### src/rtl/booth_radix4_seq.sv
// ============================================================================
// Module      : booth_radix4_seq
// Description : Iterative radix-4 Booth multiplier, one Booth digit per clock,
//               signed/unsigned per transaction, valid/ready on both sides.
// Revision    : 1.0 - initial release
// ============================================================================
`timescale 1ns/1ps
`default_nettype none

module booth_radix4_seq #(
  parameter int WIDTH = 32
) (
  input  logic               clk,
  input  logic               rst_n,
  input  logic               in_valid,
  output logic               in_ready,
  input  logic [WIDTH-1:0]   a,
  input  logic [WIDTH-1:0]   b,
  input  logic               signed_mode,
  output logic               out_valid,
  input  logic               out_ready,
  output logic [2*WIDTH-1:0] product,
  output logic               busy
);

  localparam int NDIG = WIDTH/2 + 1;
  localparam int CW   = $clog2(NDIG + 1);
  localparam int EW   = WIDTH + 2;
  localparam int AW   = 2*WIDTH + 2;

  typedef enum logic [1:0] {
    S_IDLE = 2'd0,
    S_CALC = 2'd1,
    S_DONE = 2'd2
  } state_t;

  state_t             state_q, state_d;
  logic [AW-1:0]      mcand_q, mcand_d;
  logic [EW:0]        mplier_q, mplier_d;
  logic [AW-1:0]      acc_q, acc_d;
  logic [CW-1:0]      cnt_q, cnt_d;
  logic [2*WIDTH-1:0] product_q, product_d;

  logic [EW-1:0]      w_a_ext;
  logic [EW-1:0]      w_b_ext;
  logic [AW-1:0]      w_mc2;
  logic [AW-1:0]      w_pp;
  logic [AW-1:0]      w_sum;

  always_ff @(posedge clk or negedge rst_n) begin
    if (!rst_n) begin
      state_q   <= S_IDLE;
      mcand_q   <= '0;
      mplier_q  <= '0;
      acc_q     <= '0;
      cnt_q     <= '0;
      product_q <= '0;
    end else begin
      state_q   <= state_d;
      mcand_q   <= mcand_d;
      mplier_q  <= mplier_d;
      acc_q     <= acc_d;
      cnt_q     <= cnt_d;
      product_q <= product_d;
    end
  end

  always_comb begin
    w_a_ext = signed_mode ? {{2{a[WIDTH-1]}}, a} : {2'b00, a};
    w_b_ext = signed_mode ? {{2{b[WIDTH-1]}}, b} : {2'b00, b};
    w_mc2   = {mcand_q[AW-2:0], 1'b0};

    // The multiplicand is pre-shifted by 2i, so the digit only selects a multiple.
    case (mplier_q[2:0])
      3'b001, 3'b010: w_pp = mcand_q;
      3'b011:         w_pp = w_mc2;
      3'b100:         w_pp = -w_mc2;
      3'b101, 3'b110: w_pp = -mcand_q;
      default:        w_pp = '0;
    endcase
    w_sum = acc_q + w_pp;

    state_d   = state_q;
    mcand_d   = mcand_q;
    mplier_d  = mplier_q;
    acc_d     = acc_q;
    cnt_d     = cnt_q;
    product_d = product_q;

    case (state_q)
      S_IDLE: begin
        if (in_valid) begin
          mcand_d  = {{WIDTH{w_a_ext[EW-1]}}, w_a_ext};
          mplier_d = {w_b_ext, 1'b0};
          acc_d    = '0;
          cnt_d    = '0;
          state_d  = S_CALC;
        end
      end
      S_CALC: begin
        acc_d    = w_sum;
        mcand_d  = {mcand_q[AW-3:0], 2'b00};
        mplier_d = {{2{mplier_q[EW]}}, mplier_q[EW:2]};
        cnt_d    = cnt_q + CW'(1);
        if (cnt_q == CW'(NDIG - 1)) begin
          product_d = w_sum[2*WIDTH-1:0];
          state_d   = S_DONE;
        end
      end
      S_DONE: begin
        if (out_ready) begin
          state_d = S_IDLE;
        end
      end
      default: state_d = S_IDLE;
    endcase
  end

  assign in_ready  = (state_q == S_IDLE);
  assign out_valid = (state_q == S_DONE);
  assign busy      = (state_q != S_IDLE);
  assign product   = product_q;

endmodule

`default_nettype wire

### config.mk
export PLATFORM = sky130hd
export DESIGN_NAME = booth_radix4_seq
export DESIGN_NICKNAME = d
export VERILOG_FILES = /design/src/rtl/booth_radix4_seq.sv
export SDC_FILE = /design/constraint.sdc
export NUM_CORES = 1
export LEC_CHECK = 0
export CAP_MARGIN = 20
export CORE_MARGIN = 5
export CORE_UTILIZATION = 30
export CTS_CLUSTER_DIAMETER = 50
export DETAILED_ROUTE_END_ITERATION = 8
export GPL_ROUTABILITY_DRIVEN = 0
export RECOVER_POWER = 50
export SLEW_MARGIN = 30
export SYNTH_ARGS = -nofsm -noshare
export SYNTH_HDL_FRONTEND = slang
export SYNTH_SLANG_ARGS = --single-unit
### constraint.sdc
create_clock -name clk -period 14.3 [get_ports clk]
set_clock_uncertainty 0.2 [all_clocks]
set_input_delay 4.29 -clock clk [delete_from_list [all_inputs] [get_ports clk]]
set_output_delay 4.29 -clock clk [all_outputs]
set_load 0.005 [all_outputs]
==> metrics <==
outcome complete, but fails checks; violations in the final reports capacitance limit, slew limit; mean number of vias per cell about 5.5; overall routing resource usage between 15 and 20%; final setup margin 5.49 ns; antenna violations before repair 0; Final nets roughly 2200; category of the worst setup path capture point flop; number of cells produced by synthesis about 2100; Worst-Skew Late Latency about 0.55 ns; wire length of the first global-routing pass 83600 um; # IOs roughly 140; # hold bufs at CTS 0; grt met1 use 23.4%; placed cell count 2773; portion of the post-synthesis area used by sequential elements 34.7%; Worst Setup EP acc_q[54]$_DFFE_PN0P_; worst setup slack for register-to-register paths around 5.7 ns; Req. time, crit path between 10 and 15 ns; Setup TNS 0 ns; actual slew at the worst max-slew pin roughly 4.4 ns; number of flops mapped to enable cells by yosys 0; WHS between 0.2 and 0.3 ns; cell area after synthesis roughly 0.017 mm^2; routed len/inst between 15 and 20 um; Std-Cell Rows 87; number of clock buffers inserted by TritonCTS 34; TritonCTS sink count 234; Final Max Tran Viols around 370; RSZ-0062 raised after global routing false; maximum clock frequency 0.113 GHz; post-detailed-placement half-perimeter wirelength about 38000 um; area added between synthesis and finish 17.2%; number of gates given a new drive strength after cts 0; via count 15600; ANT nets after route 0; Slew Limit Headroom -192%; buffer cell driving the clock tree root sky130_fd_sc_hd__clkbuf_16; yosys warns 0; source of the worst register-to-register timing path state_q[0]$_DFFE_PN0P_; number of distinct library cells after synthesis between 70 and 80; IO buf count approximately 140; Post-Syn Nets between 2000 and 2500; core region area 0.0561 mm^2; clock tree from TritonCTS yes; Die Height 247 um; final hold violation count 0; largest fanout of any net on the critical path 75; proportion of register bits with asynchronous set or reset after synthesis 100%; crit-path most repeated cell sky130_fd_sc_hd__buf_4; number of design-rule violations left by the first detailed-router iteration ~1100; worst path arrival time ~9.1 ns; fraction of layout cells with a size suffix above 1 around 5.8%; Largest stage delay, worst path about 2.0 ns; global routing usage on met2 about a quarter; number of max-cap violations 6; Detailed Route WL about 53000 um; number of global-route vias before repair between 15000 and 20000; number of synthesized register bits approximately 230; Starting Density between 30 and 40%; area leader, netlist sky130_fd_sc_hd__dfrtp_1; clk buf depth 3; Worst setup startpoint in_valid; post-layout min period around 8.8 ns; clock input transition at the sequential cells of the worst setup and hold paths around 0.06 ns; number of buffers inserted to repair setup after CTS 0; met3 usage in global routing 2.68%; predominant post-synthesis flop cell sky130_fd_sc_hd__dfrtp_1; classification of the worst-slack hold path flop to flop; H-Tree Depth 2; largest cells by area after synthesis sky130_fd_sc_hd__dfrtp_1, sky130_fd_sc_hd__nand2_1, sky130_fd_sc_hd__o21ai_0; full die area between 0.06 and 0.07 mm^2; depth of the worst register-to-register path 8; gr ovfl total 0; mean cell area of the mapped netlist just over 8 um^2; R2R Path End product[56]$_DFFE_PN0P_; commonest non-fill, non-tap cells in the layout sky130_fd_sc_hd__nand2_1, sky130_fd_sc_hd__dfrtp_1, sky130_fd_sc_hd__o21ai_0; most frequent standard cell in the layout excluding fill and tap cells sky130_fd_sc_hd__nand2_1; launching element type of the critical path primary input; total of endpoints with negative setup slack in the final report 0; first-pass iteration count of the detailed router 6; DR DRC count 0; largest net degree at the start of global routing between 80 and 90; minimum setup slack after placement roughly 6.7 ns; final worst-path cycle share a little over 60%; Finished Layout Cells 2834; diodes inserted 0; slowest CP cell sky130_fd_sc_hd__o21bai_1; area share of the largest cell type after synthesis around a third; cell-by-cell trace of the critical path clkbuf_1 > o21bai_1 > buf_4 > buf_4 > nand2_1 > o311ai_0 > or3_1; critical setup path kind primary input to flop; Most Used Layer, Global Route met2; die outline width 247 um
kinds of logic after synthesis:
logic type      after synthesis  share of synthesized area (%)
compound gates              678                           25.8
xor+xnor                    126                           6.54
fa+ha+maj                    67                           5.02
buf+inv                     228                           5.25
flops                       234                           34.7
mux                          28                           1.83
simple gates                698                           20.8
cell type report:
cell class | instances | area, um^2
tap | 756 | 946
inverter | 33 | 124
timing repair buffer | 154 | 1490
fill | 5738 | 36300
sequential | 234 | 5860
clock buffer | 41 | 928
clock inverter | 19 | 267
multi-input combinational | 1597 | 10200
worst max-delay path, delay by kind of cell:
kind | cells | cell delay (ns)
buffers and inverters | 3 | 2.34
AOI/OAI and AO/OA | 2 | 2.08
and+or+nand+nor | 2 | 0.31
flip-flops by register name, indices dropped and copies added (netlist names):
| name | cells |
|---|---|
| mplier_q | 35 |
| mcand_q | 64 |
| acc_q | 64 |
| state_q | 2 |
| product | 64 |
| cnt_q | 5 |
per-layer routing:
layer / part of all wire (%) / vias up
met3: 5.7 / 106
met5: 0 / -
li1: - / 7446
met2: 45 / 572
met4: 3.2 / 0
met1: 46 / 7457
per-stage QoR:
step / util (%) / area, um^2
floorplan: - / 16900
global placement: 33.1 / 18600
detailed placement: 33.2 / 18600
CTS: 35.3 / 19800
global route: 35.3 / 19800
finish: 35.3 / 19800
cell usage after synthesis, drive strengths merged (17+ instances only):
cell type    n
nand2      312
or4         17
or3         36
buf         21
ha          66
inv         32
clkbuf     174
a22o        56
a21o        33
and3b       61
nor2       101
a22oi       35
nand4       36
a21oi      177
dfrtp      234
xor2        65
mux2        22
a221o       40
nor3        30
xnor2       61
nand3       23
o21ai      211
worst min-delay path by stage:
stage                                   from                       end  slack (ns)  depth (start not counted)
floorplan               cnt_q[4]$_DFFE_PN0P_      cnt_q[4]$_DFFE_PN0P_        0.25                          1
global placement      product[9]$_DFFE_PN0P_    product[9]$_DFFE_PN0P_        0.26                          2
detailed placement    product[8]$_DFFE_PN0P_    product[8]$_DFFE_PN0P_        0.27                          2
CTS                  mplier_q[8]$_DFFE_PN0P_   mplier_q[8]$_DFFE_PN0P_        0.28                          2
global route        mplier_q[19]$_DFFE_PN0P_  mplier_q[19]$_DFFE_PN0P_        0.30                          2
finish               mplier_q[8]$_DFFE_PN0P_   mplier_q[8]$_DFFE_PN0P_        0.28                          2
Power is not shown: default switching activity piles up to over one toggle a cycle in this logic, so the estimate is an artifact.
